<file path="src/rtl/store_buffer_pkg.sv">
// store_buffer_pkg: shared types and default sizes for the posted-write store buffer.
//   sb_state_e  - bus FSM state (idle, draining a write, fetching a load)
//   sb_entry_t  - one queued store at the default widths: word address + data
//   SB_DEPTH/SB_AW/SB_DW - default queue depth, address width, data width
package store_buffer_pkg;

    localparam int unsigned SB_DEPTH = 4;
    localparam int unsigned SB_AW    = 32;
    localparam int unsigned SB_DW    = 32;

    typedef enum logic [1:0] {
        StIdle = 2'd0,
        StWr   = 2'd1,
        StRd   = 2'd2
    } sb_state_e;

    typedef struct packed {
        logic [SB_AW-3:0] waddr;
        logic [SB_DW-1:0] data;
    } sb_entry_t;

endpackage

</file>
<file path="src/rtl/store_buffer_if.sv">
// store_buffer_if: handshake data-bus bundle between the store buffer and memory.
//   bus_req/bus_we/bus_addr/bus_wdata - request side, driven by the master
//   bus_ack/bus_rdata                 - one-cycle completion pulse and read data, from the slave
interface store_buffer_if
    import store_buffer_pkg::*;
#(
    parameter int unsigned AW = SB_AW,
    parameter int unsigned DW = SB_DW
);
    logic          bus_req;
    logic          bus_we;
    logic [AW-1:0] bus_addr;
    logic [DW-1:0] bus_wdata;
    logic          bus_ack;
    logic [DW-1:0] bus_rdata;

    modport master (
        output bus_req, bus_we, bus_addr, bus_wdata,
        input  bus_ack, bus_rdata
    );

    modport slave (
        input  bus_req, bus_we, bus_addr, bus_wdata,
        output bus_ack, bus_rdata
    );
endinterface

</file>
<file path="src/rtl/sb_fifo.sv">
// sb_fifo: circular store queue with head/tail pointers and an occupancy count.
//   clk, reset           - clock, asynchronous active-low reset
//   i_push/i_push_waddr/i_push_data - enqueue at tail (ignored when full)
//   i_pop                - drop the head entry (ignored when empty)
//   o_count, o_head_ptr  - occupancy and index of the oldest entry
//   o_valid              - per-slot valid vector
//   o_waddr, o_data      - every slot's word address and data, for the forwarding compare
module sb_fifo #(
    parameter int unsigned DEPTH = 4,
    parameter int unsigned AW    = 32,
    parameter int unsigned DW    = 32
) (
    input  logic                          clk,
    input  logic                          reset,
    input  logic                          i_push,
    input  logic [AW-3:0]                 i_push_waddr,
    input  logic [DW-1:0]                 i_push_data,
    input  logic                          i_pop,
    output logic [$clog2(DEPTH+1)-1:0]    o_count,
    output logic [$clog2(DEPTH)-1:0]      o_head_ptr,
    output logic [DEPTH-1:0]              o_valid,
    output logic [DEPTH-1:0][AW-3:0]      o_waddr,
    output logic [DEPTH-1:0][DW-1:0]      o_data
);
    localparam int unsigned PW = $clog2(DEPTH);
    localparam int unsigned CW = $clog2(DEPTH+1);

    logic [PW-1:0]              r_head;
    logic [PW-1:0]              r_tail;
    logic [CW-1:0]              r_count;
    logic [DEPTH-1:0][AW-3:0]   r_waddr;
    logic [DEPTH-1:0][DW-1:0]   r_data;
    logic                       w_do_push;
    logic                       w_do_pop;

    assign w_do_push = i_push & (r_count != CW'(DEPTH));
    assign w_do_pop  = i_pop & (r_count != '0);

    // Pointers are PW bits wide, so they wrap modulo DEPTH on their own.
    always_ff @(posedge clk or negedge reset) begin
        if (!reset) begin
            r_head  <= '0;
            r_tail  <= '0;
            r_count <= '0;
        end else begin
            if (w_do_push) r_tail <= r_tail + 1'b1;
            if (w_do_pop)  r_head <= r_head + 1'b1;
            if (w_do_push && !w_do_pop)      r_count <= r_count + 1'b1;
            else if (w_do_pop && !w_do_push) r_count <= r_count - 1'b1;
        end
    end

    // Payload needs no reset; o_valid masks stale slots.
    always_ff @(posedge clk) begin
        if (w_do_push) begin
            r_waddr[r_tail] <= i_push_waddr;
            r_data[r_tail]  <= i_push_data;
        end
    end

    // A slot is live when its distance from the head is below the count.
    always_comb begin
        o_valid = '0;
        for (int i = 0; i < int'(DEPTH); i++) begin
            o_valid[i] = CW'(PW'(i) - r_head) < r_count;
        end
    end

    assign o_count    = r_count;
    assign o_head_ptr = r_head;
    assign o_waddr    = r_waddr;
    assign o_data     = r_data;
endmodule

</file>
<file path="src/rtl/store_buffer.sv">
// store_buffer: posted-write buffer between the core data port and a handshake bus.
//   clk, reset              - clock, asynchronous active-low reset
//   mem_write/mem_read      - core store/load request this cycle
//   addr, write_data        - core byte address and store data
//   read_data, stall        - load data and freeze request to the core
//   bus (master modport)    - bus_req/bus_we/bus_addr/bus_wdata out, bus_ack/bus_rdata in
// Build option: define STORE_BUF_FWD_EN to forward loads from queued stores and let loads
// bypass older non-matching stores; otherwise every load waits for an empty, idle buffer.
module store_buffer
    import store_buffer_pkg::*;
#(
    parameter int unsigned DEPTH = SB_DEPTH,
    parameter int unsigned AW    = SB_AW,
    parameter int unsigned DW    = SB_DW
) (
    input  logic           clk,
    input  logic           reset,
    input  logic           mem_write,
    input  logic           mem_read,
    input  logic [AW-1:0]  addr,
    input  logic [DW-1:0]  write_data,
    output logic [DW-1:0]  read_data,
    output logic           stall,
    store_buffer_if.master bus
);
    localparam int unsigned PW = $clog2(DEPTH);
    localparam int unsigned CW = $clog2(DEPTH+1);

    logic [CW-1:0]             w_count;
    logic [PW-1:0]             w_head_ptr;
    logic [DEPTH-1:0]          w_valid;
    logic [DEPTH-1:0][AW-3:0]  w_waddr;
    logic [DEPTH-1:0][DW-1:0]  w_data;

    sb_state_e     r_state;
    sb_state_e     w_state_next;
    logic [AW-3:0] r_rd_waddr;

    logic          w_full;
    logic          w_empty;
    logic          w_push;
    logic          w_pop;
    logic          w_load;
    logic          w_hit;
    logic [DW-1:0] w_fwd_data;
    logic          w_rd_start;
    logic          w_stall;
    logic [DW-1:0] w_read_data;

    assign w_full  = (w_count == CW'(DEPTH));
    assign w_empty = (w_count == '0);
    // A full queue refuses the store even if the head pops at this same edge.
    assign w_push  = mem_write & ~w_full;
    assign w_pop   = (r_state == StWr) & bus.bus_ack;
    // A simultaneous store wins; the load is then ignored.
    assign w_load  = mem_read & ~mem_write;

    sb_fifo #(
        .DEPTH (DEPTH),
        .AW    (AW),
        .DW    (DW)
    ) u_fifo (
        .clk          (clk),
        .reset        (reset),
        .i_push       (w_push),
        .i_push_waddr (addr[AW-1:2]),
        .i_push_data  (write_data),
        .i_pop        (w_pop),
        .o_count      (w_count),
        .o_head_ptr   (w_head_ptr),
        .o_valid      (w_valid),
        .o_waddr      (w_waddr),
        .o_data       (w_data)
    );

`ifdef STORE_BUF_FWD_EN
    logic [PW-1:0] w_fwd_idx;

    // Walk oldest to youngest so the last match, the youngest store, wins.
    always_comb begin
        w_hit      = 1'b0;
        w_fwd_data = '0;
        w_fwd_idx  = '0;
        for (int k = 0; k < int'(DEPTH); k++) begin
            w_fwd_idx = w_head_ptr + PW'(k);
            if (w_valid[w_fwd_idx] && (w_waddr[w_fwd_idx] == addr[AW-1:2])) begin
                w_hit      = 1'b1;
                w_fwd_data = w_data[w_fwd_idx];
            end
        end
    end

    // A miss may overtake queued stores: they cannot alias the load address.
    assign w_rd_start = w_load & ~w_hit;
`else
    logic w_unused_fwd;

    assign w_hit        = 1'b0;
    assign w_fwd_data   = '0;
    assign w_unused_fwd = ^w_valid;
    // Without forwarding a load only goes to the bus once every store has drained.
    assign w_rd_start   = w_load & w_empty;
`endif

    // Read takes priority over draining; a store pushed this edge starts draining at once.
    always_comb begin
        w_state_next = r_state;
        unique case (r_state)
            StIdle: begin
                if (w_rd_start)              w_state_next = StRd;
                else if (!w_empty || w_push) w_state_next = StWr;
            end
            StWr:    if (bus.bus_ack) w_state_next = StIdle;
            StRd:    if (bus.bus_ack) w_state_next = StIdle;
            default: w_state_next = StIdle;
        endcase
    end

    always_ff @(posedge clk or negedge reset) begin
        if (!reset) begin
            r_state    <= StIdle;
            r_rd_waddr <= '0;
        end else begin
            r_state <= w_state_next;
            if (r_state == StIdle && w_rd_start) r_rd_waddr <= addr[AW-1:2];
        end
    end

    // Head slot does not move until its ack, so address/data stay stable through WR.
    always_comb begin
        bus.bus_req   = 1'b0;
        bus.bus_we    = 1'b0;
        bus.bus_addr  = '0;
        bus.bus_wdata = '0;
        unique case (r_state)
            StWr: begin
                bus.bus_req   = 1'b1;
                bus.bus_we    = 1'b1;
                bus.bus_addr  = {w_waddr[w_head_ptr], 2'b00};
                bus.bus_wdata = w_data[w_head_ptr];
            end
            StRd: begin
                bus.bus_req  = 1'b1;
                bus.bus_addr = {r_rd_waddr, 2'b00};
            end
            default: ;
        endcase
    end

    always_comb begin
        w_stall     = 1'b0;
        w_read_data = '0;
        if (mem_write) begin
            w_stall = w_full;
        end else if (mem_read) begin
            if (w_hit) begin
                w_read_data = w_fwd_data;
            end else if (r_state == StRd && bus.bus_ack) begin
                w_read_data = bus.bus_rdata;
            end else begin
                w_stall = 1'b1;
            end
        end
    end

    // Core-facing outputs are forced low while reset is held.
    assign stall     = w_stall & reset;
    assign read_data = w_read_data & {DW{reset}};
endmodule

</file>
<file path="src/flat_wrapper.sv">
// flat-port wrapper written by rule: the top's interface ports become plain ports
module store_buffer_flat import store_buffer_pkg::*;
#(
    parameter int unsigned DEPTH = SB_DEPTH,
    parameter int unsigned AW    = SB_AW,
    parameter int unsigned DW    = SB_DW
)
  (clk, reset, mem_write, mem_read, addr, write_data, read_data, stall, bus_bus_req, bus_bus_we, bus_bus_addr, bus_bus_wdata, bus_bus_ack, bus_bus_rdata);
  store_buffer_if #(.AW(AW), .DW(DW)) bus_i ();
  input  logic clk;
  input  logic reset;
  input  logic mem_write;
  input  logic mem_read;
  input  logic [AW-1:0] addr;
  input  logic [DW-1:0] write_data;
  output logic [DW-1:0] read_data;
  output logic stall;
  output wire logic [$bits(bus_i.bus_req)-1:0] bus_bus_req;
  output wire logic [$bits(bus_i.bus_we)-1:0] bus_bus_we;
  output wire logic [$bits(bus_i.bus_addr)-1:0] bus_bus_addr;
  output wire logic [$bits(bus_i.bus_wdata)-1:0] bus_bus_wdata;
  input wire logic [$bits(bus_i.bus_ack)-1:0] bus_bus_ack;
  input wire logic [$bits(bus_i.bus_rdata)-1:0] bus_bus_rdata;
  assign bus_bus_req = bus_i.bus_req;
  assign bus_bus_we = bus_i.bus_we;
  assign bus_bus_addr = bus_i.bus_addr;
  assign bus_bus_wdata = bus_i.bus_wdata;
  assign bus_i.bus_ack = bus_bus_ack;
  assign bus_i.bus_rdata = bus_bus_rdata;
  store_buffer #(.DEPTH(DEPTH), .AW(AW), .DW(DW)) u_core (.clk(clk), .reset(reset), .mem_write(mem_write), .mem_read(mem_read), .addr(addr), .write_data(write_data), .read_data(read_data), .stall(stall), .bus(bus_i));
endmodule
</file>
<file path="config.mk">
export PLATFORM = sky130hd
export DESIGN_NAME = store_buffer_flat
export DESIGN_NICKNAME = d
export VERILOG_FILES = /design/src/rtl/store_buffer_pkg.sv /design/src/rtl/store_buffer_if.sv /design/src/rtl/sb_fifo.sv /design/src/rtl/store_buffer.sv /design/src/flat_wrapper.sv
export SDC_FILE = /design/constraint.sdc
export NUM_CORES = 1
export LEC_CHECK = 0
export ABC_AREA = 1
export BUFFER_PORTS_ARGS = -buffer_cell sky130_fd_sc_hd__clkbuf_2
export CAP_MARGIN = 15
export CORE_MARGIN = 8
export CORE_UTILIZATION = 57
export DETAILED_ROUTE_END_ITERATION = 6
export PLACE_DENSITY_LB_ADDON = 0.15
export SETUP_SLACK_MARGIN = 0.1
export SKIP_CTS_REPAIR_TIMING = 1
export SLEW_MARGIN = 15
export SYNTH_ARGS = -nofsm -noshare
export SYNTH_HDL_FRONTEND = slang
export SYNTH_SLANG_ARGS = --single-unit
</file>
<file path="constraint.sdc">
create_clock -name clk -period 4.9 [get_ports clk]
set_input_delay 1.225 -clock clk [delete_from_list [all_inputs] [get_ports clk]]
set_output_delay 1.225 -clock clk [all_outputs]
set_load 0.05 [all_outputs]
</file>
Yosys cells after proc, flatten, opt, wreduce, memory -nomap -nowiden
Index checks and enable logic that the tools add are counted.

storage, ports and cells
  word-level logic and storage cells = 77
  register bits = 287

operators by class
  mux-type cells = 26
  order comparisons = 3
  equality and inequality tests = 6
  add/subtract/negate cells = 4
  bitwise logic cells = 10
  reduce and logical (&&, ||, !) cells = 15

operators by type and width
  cell                                                         count
  2-to-1 mux 32 bit                                            6
  bitwise mux 128 bit                                          1
  bitwise mux 120 bit                                          1
  binary-select mux 32 bit (select 2 bit)                      1
  demux 32 bit (select 2 bit)                                  1
  one-hot mux 32 bit (2 select lines)                          1
  binary-select mux 30 bit (select 2 bit)                      1
  demux 30 bit (select 2 bit)                                  1
  2-to-1 mux 30 bit                                            2
  AND 32 bit                                                   1
  AND 1 bit                                                    7
  less-than comparator 2 x 3 -> 1 bit (second input constant)  2
  2-to-1 mux 2 bit                                             3
  2-to-1 mux 3 bit                                             2
  logical AND 1 bit                                            5
  2-to-1 mux 1 bit                                             5
  adder 2 x 1 -> 2 bit (second input constant)                 2
  one-hot mux 2 bit (2 select lines)                           1
  adder 3 x 1 -> 3 bit (second input constant)                 1
  equality test 3 bit (second input constant)                  1
  zero test 1 bit                                              3
  zero test 3 bit                                              1
  != test 3 x 1 -> 1 bit (second input constant)               1
  != test 3 bit (second input constant)                        1
  12 further kinds                                             13

Logic depth before layout (Yosys ltp)
Gate-level depths: netlist of the first run.

  word-level depth = 8
  gate-level depth with buffers = 10
  gate-level depth less buffers = 9

Cells and area by module
From an unflattened synthesis of the first run, not the netlist that was laid out.

second synthesis, totals
  cells, all modules = 1,233
  area, all modules = 12,715.9 um^2

modules (own cells, without submodules)
  module        area an instance (um^2)  sequential area each (um^2)  cells each  times used
  sb_fifo       8,099.0                  7,622.3                      330         1
  store_buffer  4,616.9                  800.8                        903         1

Least setup slack after synthesis of the first run
Ideal clock, no wire load.

  path kind = input -> register
  start = input port mem_write
  end = register u_core.u_fifo.r_data, in the netlist u_core.u_fifo.o_data[0] (enable)
  arrival time = 4.316 ns
  stages = 4
  data required time = 4.418 ns
  path slack = 0.102 ns
  setup time = 0.482 ns
  cells stage by stage = inv_1 a21oi_1 inv_1 nor2_1

on the way
  cells in the longest elaborated chain, start to end = 2

RTL lines
  element                        line                text
  start, declared                flat_wrapper.sv:12  input logic mem_write;
  AND 1 bit                      store_buffer.sv:53  assign w_push = mem_write & ~w_full;
  AND 1 bit                      sb_fifo.sv:36       assign w_do_push = i_push & (r_count != CW'(DEPTH));
  net u_core.u_fifo.w_do_push    sb_fifo.sv:33       logic w_do_push;
  end signal, assigned by index  sb_fifo.sv:57       r_data[r_tail] <= i_push_data;
  end, declared                  sb_fifo.sv:32       logic [DEPTH-1:0][DW-1:0] r_data;

The timed path passes the listed nets, and every way through them passes these cells.
A chain may end at the register's enable or synchronous reset.

Final worst setup path of the first run
  start = register u_core.u_fifo.r_head[0] (netlist: u_core.u_fifo.o_head_ptr[0])
  end = output port bus_bus_wdata[0]

on the way
  cells in the longest elaborated chain, start to end = 3

RTL lines
  element                                  line                 text
  start, declared                          sb_fifo.sv:28        logic [PW-1:0] r_head;
  start signal, assigned                   sb_fifo.sv:47        if (w_do_pop) r_head <= r_head + 1'b1;
  binary-select mux 32 bit (select 2 bit)  store_buffer.sv:140  bus.bus_wdata = w_data[w_head_ptr];
  2-to-1 mux 32 bit (not written as such)  store_buffer.sv:140
  2-to-1 mux 32 bit                        store_buffer.sv:135  unique case (r_state)
  end, declared                            flat_wrapper.sv:21   output wire logic [$bits(bus_i.bus_wdata)-1:0] bus_bus_wdata;

Every way passes these cells. The select of a mux whose other input is x is not followed.

==> results summary, run 1 <==
At the end of routability-driven placement, the weighted congestion stood at 0.745. The final-layout fill cell count came out at 1594. The area fraction in compound gates after synthesis came out at 0.0535. The number of buffers and inverters on the critical path came out at 2. The post-layout minimum cycle time is 4.31 ns. The area after detailed placement is 13900 um2.

On the critical path the largest part of the delay comes from buffers and inverters. Setup violations remaining at the end of the flow were counted as 0. The global-route wire length before repair is 45700 um.

On the final layout, the worst clock skew is 0.00638 ns. The fraction of the mapped netlist area in adder cells came out at 0.00965. In the routed design, unresolved DRC markers number 0. The starting density of the core is 0.576. In the synthesized netlist the dominant register cell turns out to be edfxtp_1. The count of nets left with antenna violations once routing finished came out at 0.

The post-synthesis xor/xnor area fraction is 0.00352. The critical path goes through buf_4 > nor2_1 > nor2_1 > o21ai_0 > a21oi_1 > clkbuf_2. Averaged over all synthesized cells, the footprint is 10.2 um2. The number of enable-type register cells in the synthesized netlist is 248. The clock latency at the later pin of the worst-skew pair came out at 0.53 ns.

The die boundary width is 164 um. The CTS sink count came out at 287. Dividing the detail-routed wire length by the instance count gives 17.1 um. The flip-flop and latch count after synthesis came out at 287.

The largest stage delay on the critical path came out at 0.81 ns. The number of library cell types mapped by synthesis came out at 24. The length of the first detailed-routing pass in iterations came out at 6. The storage element area is 8430 um2. The iteration-0 DRC count of the detailed router came out at 674.

Sorting the synthesized cells by area gives the leading types as edfxtp_1 (60%), nand2_1 (9.4%), dfrtp_1 (7.8%). The total non-filler cell area in the finished layout is 15000 um2. The final sum of negative setup slack came out at 0 ns. The count of buffers from port buffering is 195. The reported leakage power is 0.00645 uW. The die height came out at 164 um.

Counting stages on the worst path, the most repeated cell is nor2_1. The final total power came out at 9780 uW. The maximum number of pins on one net before global-route repair came out at 85.

The die covers 26800 um2. The clock-pin slew on the worst setup and hold paths is 0.06 ns. The worst setup path is of the reg2out kind. The number of instances in the synthesized netlist came out at 1224.

The clock tree from TritonCTS is done. In the global route stage, overall resource usage came out at 0.216. The share of flip-flops with an asynchronous set or reset is 0.136.

The mux cell area share after synthesis came out at 0.000905. In this run the number of H-tree levels came out at 1. The leading cell type by number of instances after synthesis is nand2_1. The class of the tightest hold or removal check is reg2reg. Setup repair after global routing left no endpoint under its margin. In this run the count of I/O pins placed on the die edge is 200. STA classifies the critical path endpoint as an output pin. The overall via count from detail_route is 8897.

The final hold violation count came to 0. The initialized floorplan defines 54 standard-cell rows. By count the netlist is led by nand2_1 (312), edfxtp_1 (248), nor2_1 (167). The timing-limited maximum frequency came out at 232 MHz.

The final net count came out at 1510. The final wirelength came out at 29100 um. For this run the aggregate overflow at the end of global routing stands at 0.

IR analysis of the VDD net gives a maximum drop of 0.350 mV. The number of antenna violations at the first check in global routing is 0. The HPWL after detailed placement is 16700 um. The simple-gate share of the synthesized area came out at 0.184. The combined area of the multi-input logic cells is 3170 um2. The headroom to the max-slew limit came out at 0.396.

The clock passes through at most 3 buffers. The run finished with clean final reports. The number of global-route vias before repair is 8851. The fraction of layout cells with a size suffix above 1 is 0.193. The biggest area contributor in the post-synthesis netlist is edfxtp_1. The top fanout value on the critical path came out at 84. The portion of the post-synthesis area used by sequential elements is 0.677. For this run, the number of Yosys warnings is 0. The worst path required time is 3.67 ns. After detailed routing, the number of vias per cell comes to 5.23. The worst setup path is launched from a register.

The top cell type's share of synthesized area is 0.598. The ratio of final minimum period to clock period came out at 0.880. The core outline area is 21600 um2. The total clock buffers created by CTS came out at 29. The cell area power density is 653 nW/um2. By area, the combinational part of the netlist is dominated by simple AND/OR/NAND/NOR gates. The mapped netlist covers 12400 um2. The area growth from synthesis to layout is 20.4%. The transition time of the tightest slew-check pin came out at 0.906 ns.

The final-report max-slew violation count came to 0. The number of antenna cells inserted came out at 0. The root buffer cell chosen for the clock tree is clkbuf_16. The number of max-capacitance violations reported came out at 0. The master of the slowest instance on the critical path is buf_4. STA puts the critical path data arrival time at 3.09 ns.
[layout make-up]
type | count | area share
sequential | 287 | 0.563
multi-input combinational | 727 | 0.212
timing repair buffer | 215 | 0.0976
clock buffer | 35 | 0.0506
inverter | 140 | 0.0353
tap | 280 | 0.0234
clock inverter | 18 | 0.0185
[worst paths after layout]
check | from | endpoint | slack (ns) | depth (start not counted)
worst max-delay path | u_core.u_fifo.o_head_ptr[0] | bus_bus_wdata[0] | 0.59 | 6
worst min register to register | u_core.r_rd_waddr[27] | u_core.r_rd_waddr[27] | 0.47 | 2
max in group asynchronous | reset | u_core.u_fifo.o_head_ptr[0] | 3.67 | 2
worst min-delay path | u_core.r_rd_waddr[27] | u_core.r_rd_waddr[27] | 0.47 | 2
worst max register to register | u_core.u_fifo.o_count[0] | u_core.r_rd_waddr[1] | 2.23 | 7
min in group asynchronous | reset | u_core.r_rd_waddr[23] | 0.79 | 2
[registers in the layout, summed over array words and instances, names as in the netlist]
signal,cells
u_core.r_state,2
u_core.u_fifo.o_head_ptr,2
u_core.u_fifo.r_tail,2
u_core.r_rd_waddr,30
u_core.u_fifo.o_count,3
u_core.u_fifo.o_waddr,120
u_core.u_fifo.o_data,128
[metrics by stage]
step                hold slack, ns  std cells  worst slack, ns   util
detailed placement           0.458       1649             1.18  0.645
finish                       0.471       1702            0.589  0.693
CTS                          0.473       1702            0.608  0.693
floorplan                    0.442       1225            0.102      -
global route                 0.493       1702            0.393  0.693
global placement             0.454       1649             1.17  0.645
[metal layers]
metal  track usage  routed length, um
met1         0.268              11700
met2         0.377              14300
met3        0.0524               2600
met4        0.0471                441
met5             0                  0
[report_power, final]
group,internal (uW),leakage [uW],switching [uW]
registers,3270,0.00277,228
logic,939,0.00318,3000
clock network,1470,0.000503,884
[worst reg2reg max path, cell delays in order (launching register included)]
cell     delay (ns)
dfrtp_1        0.43
nor2_1         0.25
nand3_1        0.15
inv_2          0.56
nand2_1        0.62
buf_4          0.41
nand2_1        0.08
nand2_1        0.06
[cell families (layout without fill, tap and decap cells)]
logic type | after synthesis | after routing
simple gates | 577 | 577
other cells | 1 | 2
compound gates | 133 | 133
buf+inv | 211 | 408
flops | 287 | 287
mux | 1 | 1
xor+xnor | 5 | 5
fa+ha+maj | 9 | 9
[cells in the final DEF, fill, tap and decap left out, types with 16 or more instances in the layout]
cell	Yosys	layout
buf_4	9	16
inv_1	137	137
nand2_1	312	312
edfxtp_1	248	248
clkbuf_16	0	29
o21ai_0	62	62
buf_12	0	23
nand3_1	95	95
dfrtp_1	39	37
a21oi_1	65	65
nor2_1	167	163
clkbuf_2	0	176
No activity file was read; power rests on OpenSTA's default activity.
==> run 2, diff against run 1 <==
Clock period 4.9 ns to 4.2 ns, I/O delays scaled along.
==> results summary, run 2 (synthesized netlist as in run 1, its figures left out) <==
The CTS sink count is 287 (unchanged). The number of flip-flops under the largest register name came to 128 (unchanged). The ratio of final minimum period to clock period is 0.861. Counting stages on the worst path, the most repeated cell is inv_1. Traced cell by cell, the critical path runs through inv_1 > ha_2 > inv_1 > buf_4 > a21oi_1 > clkbuf_2. The deepest clock path buffer count is 3 (unchanged). The class of the tightest hold or removal check is reg2reg. The final net count is 1513 (+0.20%). The final hold violation count came out at 0 (unchanged). The fraction of layout cells with a size suffix above 1 came out at 0.194 (+0.000860). The area growth from synthesis to layout is 22.1%. Setup repair after global routing left no endpoint under its margin. The total clock buffers created by CTS came out at 29 (unchanged). The total die area is 26800 um2 (unchanged). The worst hold slack across all endpoints was 0.468 ns (-0.00265 ns).

The critical path in this run is classified as reg2out. Among all stages on the critical path, the largest delay is contributed by ha_2. The overall via count from detail_route is 8994 (+1.1%). The headroom to the max-slew limit is 0.447 (+0.0507). The final-report max-slew violation count came out at 0 (unchanged). The endpoint arrival time on the critical path came to 2.57 ns (-0.52 ns). The worst setup path is launched from a register. The detailed placement HPWL is 17500 um (+4.8%). The smallest clock period supported by the final layout is computed as 3.62 ns. The routability congestion estimate from global placement came out at 0.763 (+2.3%). The number of vias per cell after detailed routing is 5.27 (+0.85%). The maximum number of pins on one net before global-route repair came to 68 (-20%). STA classifies the critical path endpoint as an output pin. The number of global-route vias before repair was 9164 (+3.5%). The top fanout value on the critical path is 32 (-62%).

In the layout the commonest cells are nand2_1 (312), edfxtp_1 (248), nor2_1 (163), clkbuf_2 (163), inv_1 (137). The number of antenna violations at the first check in global routing came out at 0 (unchanged). The storage element area is 8430 um2 (unchanged). The count of buffers from port buffering is 195 (unchanged). The number of antenna cells inserted is 0 (unchanged). The final wirelength is 29800 um (+2.4%). The routed length per placed instance is 17.4 um (+2.1%).

The share of the core filled with cells in the final layout came out at 0.703 (+0.0102). The die height is 164 um (unchanged). The timing-limited maximum frequency is 276 MHz. The iteration-0 DRC count of the detailed router came out at 729 (+8.2%). The final sum of negative setup slack is 0 ns (unchanged). The number of buffers and inverters on the critical path was 4 (+2).

The total I/O pin count came out at 200 (unchanged). The reported leakage power came out at 0.00653 uW (+1.1%). The most common cell after layout, fill and taps aside is nand2_1. The core outline area came out at 21600 um2 (unchanged). The maximum vdd ir drop is 0.423 mV (+21%).

The cell family contributing the most delay on the critical path is buffers and inverters. The global-route usage over all layers came out at 0.224 (+0.00857). The largest stage delay on the critical path came out at 0.57 ns (-0.24 ns).

The H-tree level count came out at 1 (unchanged). The clock-pin slew on the worst setup and hold paths is 0.06 ns (about the same). The final-layout fill cell count is 1567 (-1.7%). The number of nets with antenna violations after detailed routing is 0 (unchanged). The die boundary width came out at 164 um (unchanged). The length of the first detailed-routing pass in iterations came to 5 (-1). The starting density of the core was 0.576 (unchanged).

The remaining design rule violation count is 0 (unchanged). The run finished with clean final reports. The setup violation total in the final timing report is 0 (unchanged). The number of max-capacitance violations reported is 0 (unchanged). The row count came out at 54 (unchanged). The final total power is 11500 uW (+17%). The worst path required time is 3.15 ns (-0.52 ns).

The total congestion overflow is 0 (unchanged). The global-route wire length before repair came to 47600 um (+4.3%). The clock skew was 0.0174 ns (+0.0110 ns). Clock tree synthesis selected as its root buffer the cell clkbuf_16. The transition time of the tightest slew-check pin is 0.830 ns (-0.0761 ns). The clock tree from TritonCTS is done. The cell area power density came to 756 nW/um2 (+16%). The clock latency at the later pin of the worst-skew pair came out at 0.54 ns (about the same). The combined area of the multi-input logic cells came out at 3170 um2 (unchanged).
## run 2: cell count changes in the layout (fill, tap and decap cells not counted), moves of 3 or more
cell      delta
buf_4        +3
clkbuf_1     -3
clkbuf_2    -13
clkinv_1     +5
buf_12      +13
## run 2: worst reg2reg max path: stages (launching register included)
cell     delay (ns)
dfrtp_1        0.40
inv_1          0.09
ha_2           0.57
nand3_1        0.24
ha_1           0.23
inv_1          0.09
fa_1           0.40
mux2_2         0.26
## run 2: final timing paths
path / cells past startpoint / from / slack, ns / to
max in group asynchronous: 2 / reset / 3.16 / u_core.u_fifo.o_head_ptr[0]
hold / removal: 2 / u_core.r_rd_waddr[25] / 0.47 / u_core.r_rd_waddr[25]
hold reg to reg: 2 / u_core.r_rd_waddr[25] / 0.47 / u_core.r_rd_waddr[25]
min in group asynchronous: 2 / reset / 0.61 / u_core.r_rd_waddr[2]
setup / recovery: 6 / u_core.r_state[1] / 0.58 / bus_bus_wdata[14]
setup reg to reg: 7 / u_core.r_state[1] / 1.81 / u_core.u_fifo.o_count[1]
## run 2: per-stage QoR
stage          instance area [um2]  std cells  setup slack, ns
2_1_floorplan                12400       1225           -0.423
3_5_place_dp                 14200       1652            0.864
6_report                     15200       1706            0.583
5_1_grt                      15200       1706            0.424
3_3_place_gp                 14200       1652            0.895
4_1_cts                      15200       1706            0.548
## run 2: area by class of cell
type                    instances  area share
well taps                     280      0.0231
clock buffers                  33      0.0501
inverters                     140      0.0347
multi-input cells             727       0.209
clock inverters                21      0.0182
repair buffers                218       0.110
flip-flops and latches        287       0.555
## run 2: power by group
group / switching [uW] / internal [uW] / leakage, uW / total, uW
Combinational: 3590 / 1120 / 0.00324 / 4710
Sequential: 195 / 3810 / 0.00277 / 4010
Clock: 1040 / 1720 / 0.000514 / 2760
## run 2: layer usage
| metal | GRT usage | vias to the layer above | part of all wire | routed length, um |
|---|---|---|---|---|
| li1 | - | 4343 | - | - |
| met1 | 0.275 | 4272 | 0.39 | 11700 |
| met2 | 0.392 | 342 | 0.50 | 14800 |
| met3 | 0.0584 | 37 | 0.093 | 2780 |
| met4 | 0.0492 | 0 | 0.013 | 393 |
| met5 | 0 | - | 0 | 0 |
==> run 3, diff against run 2 <==
--- a/config.mk
+++ b/config.mk
@@ -10,2 +10,3 @@
 export CAP_MARGIN = 15
+export CORE_ASPECT_RATIO = 0.6
 export CORE_MARGIN = 8
==> constraint.sdc (replaced) <==
create_clock -name clk -period 4.2 [get_ports clk]
set_input_delay 0.21 -clock clk [delete_from_list [all_inputs] [get_ports clk]]
set_output_delay 0.21 -clock clk [all_outputs]
set_load 0.05 [all_outputs]
==> results summary, run 3 (synthesized netlist as in run 1, its figures left out) <==
The CTS sink count came out at 287 (unchanged). The global-route wire length before repair is 46800 um (-1.8%). The minimum setup slack among reg-to-reg paths came out at 2.01 ns (+0.20 ns). The setup path with the least slack is of type reg2out.

Traced cell by cell, the critical path runs through clkinv_2 > buf_4 > nand2_1 > nand3_1 > nand2_1 > nand2_1 > a21oi_1 > clkbuf_2. The total die area came to 27000 um2 (+0.58%). The length of the first detailed-routing pass in iterations is 5 (unchanged). The worst-case reg-to-reg path depth came out at 6 (-1). The core outline area was 21800 um2 (+0.63%). The number of vias per cell after detailed routing came to 5.16 (-2.2%). The cell area power density was 745 nW/um2 (-1.4%). The final wirelength came out at 30300 um (+1.7%). For hold timing, the worst endpoint is u_core.u_fifo.o_head_ptr[1].

The overall via count from detail_route came out at 9140 (+1.6%). The cell type group with the largest total delay on the critical path is flip-flops. The number of flip-flops under the largest register name is 128 (unchanged). The iteration-0 DRC count of the detailed router came out at 658 (-9.7%). The largest stage delay on the critical path came to 0.95 ns (+0.38 ns).

The transition time of the tightest slew-check pin came out at 1.11 ns (+0.280 ns). The number of nets with antenna violations after detailed routing came out at 0 (unchanged). The share of the core filled with cells in the final layout came to 0.699 (-0.00345). The combined area of the multi-input logic cells came out at 3170 um2 (about the same).

The H-tree level count is 1 (unchanged). The count of buffers from port buffering came out at 195 (unchanged). In the layout the commonest cells are nand2_1 (312), edfxtp_1 (248), clkbuf_2 (195).

On the critical path, the stage with the largest delay is an instance of dfrtp_4. The buffer cell driving the clock tree root is clkbuf_16. The final total power came out at 11300 uW (-1.3%). The setup violation total in the final timing report came out at 0 (unchanged). The class of the tightest hold or removal check is in2reg.

The clock latency at the later pin of the worst-skew pair came to 0.53 ns (about the same). The routability congestion estimate from global placement is 0.774 (+1.4%). The area after detailed placement is 13700 um2 (-3.6%). The fraction of layout cells with a size suffix above 1 is 0.181 (-0.0137). The clock tree from TritonCTS is done. The die boundary width came out at 207 um (+26%). The total I/O pin count came to 200 (unchanged).

The number of buffers and inverters on the critical path is 3 (-1). The number of max-capacitance violations reported came to 0 (unchanged). The final sum of negative setup slack is 0 ns (unchanged). The row count came out at 42 (-22%). The worst path required time came out at 3.99 ns (+0.84 ns). The storage element area is 8430 um2 (unchanged). The clock skew came out at 0.0184 ns (+0.00100 ns). The reported leakage power came out at 0.00660 uW (+1.2%). The final-layout fill cell count is 1648 (+5.2%). The detailed placement HPWL was 17500 um (+0.11%).

Setup repair after global routing left no endpoint under its margin. The total clock buffers created by CTS is 26 (-10%). The clock-pin slew on the worst setup and hold paths came out at 0.06 ns (about the same). The final-report max-slew violation count came out at 0 (unchanged).

In this design, the critical path's most frequently occurring cell is nand2_1. The maximum vdd ir drop came out at 0.562 mV (+33%). The top fanout value on the critical path came out at 81 (+150%). The final hold violation count is 0 (unchanged). The global-route usage over all layers was 0.221 (-0.00357). The total congestion overflow came out at 0 (unchanged). The timing-limited maximum frequency came to 300 MHz (+8.6%). STA classifies the critical path startpoint as a register. The final net count is 1574 (+4.0%). The run finished with clean final reports.

The die height is 130 um (-20%). The worst hold path stage count came out at 3 (+1). The endpoint arrival time on the critical path came out at 3.12 ns (+0.55 ns). The kind of end point of the critical path is an output pin. The most common cell after layout, fill and taps aside is nand2_1. The post-layout minimum cycle time was 3.33 ns (-0.287 ns).

The ratio of final minimum period to clock period came out at 0.793 (-0.0684). The starting density of the core is 0.572 (-0.00357). The capture instance of the worst register-to-register path is u_core.u_fifo.o_waddr[20]. The number of global-route vias before repair is 8836 (-3.6%).

The routed length per placed instance came out at 17.1 um (-2.1%). The maximum number of pins on one net before global-route repair is 82 (+21%). The worst hold slack across all endpoints was 0.0144 ns (-0.454 ns).

The remaining design rule violation count is 0 (unchanged). The startpoint of the worst-slack reg-to-reg timing path is u_core.u_fifo.o_count[0]. The worst hold path begins at bus_bus_ack. The area growth from synthesis to layout came out at 22.3%. The total non-filler cell area in the finished layout came out at 15200 um2 (+0.13%).

The headroom to the max-slew limit came to 0.259 (-0.188). The number of antenna violations at the first check in global routing came out at 2 (+2). The deepest clock path buffer count came out at 3 (unchanged).
==> run 3: cell type report <==
type / instances / area share
well taps: 286 / 0.0235
inverters: 140 / 0.0346
clock buffers: 38 / 0.0478
clock inverters: 10 / 0.0132
multi-input cells: 727 / 0.208
flip-flops and latches: 287 / 0.554
diodes: 2 / 0.000329
repair buffers: 282 / 0.118
==> run 3: routing by layer <==
layer | GRT usage | share of wire | wire (um) | vias up
li1 | - | - | - | 4468
met1 | 0.303 | 0.43 | 13100 | 4257
met2 | 0.366 | 0.47 | 14200 | 378
met3 | 0.0460 | 0.084 | 2530 | 37
met4 | 0.0414 | 0.015 | 459 | 0
met5 | 0 | 0 | 0 | -
==> run 3: power breakdown <==
part           internal, uW  switching, uW
Clock                  1570            998
Combinational          1140           3520
Sequential             3810            299
Total                  6510           4820
==> run 3: how the worst max path moves through the flow <==
| stage | from | endpoint | cells after the start | slack [ns] |
|---|---|---|---|---|
| after floorplan | u_core.u_fifo.o_count[0] | u_core.u_fifo.o_data[0] | 4 | 0.17 |
| after global placement | u_core.u_fifo.o_head_ptr[0] | bus_bus_addr[14] | 8 | 1.46 |
| after detailed placement | u_core.u_fifo.o_head_ptr[0] | bus_bus_addr[14] | 8 | 1.47 |
| after CTS | u_core.u_fifo.o_head_ptr[0] | bus_bus_addr[14] | 8 | 0.89 |
| after global routing | u_core.u_fifo.o_head_ptr[0] | bus_bus_addr[14] | 8 | 0.61 |
| final | u_core.u_fifo.o_head_ptr[0] | bus_bus_addr[14] | 8 | 0.87 |
==> run 3: tightest hold or removal path, delay by kind of cell <==
family	cells	cell delay, ns
XOR/XNOR	1	0.06
buffers and inverters	1	0.13
AND/OR/NAND/NOR	1	0.11
==> run 3: metrics by stage <==
| stage | worst slack (ns) | std cells |
|---|---|---|
| CTS | 0.889 | 1707 |
| floorplan | 0.169 | 1225 |
| global placement | 1.46 | 1659 |
| finish | 0.870 | 1772 |
| global route | 0.610 | 1772 |
| detailed placement | 1.47 | 1659 |
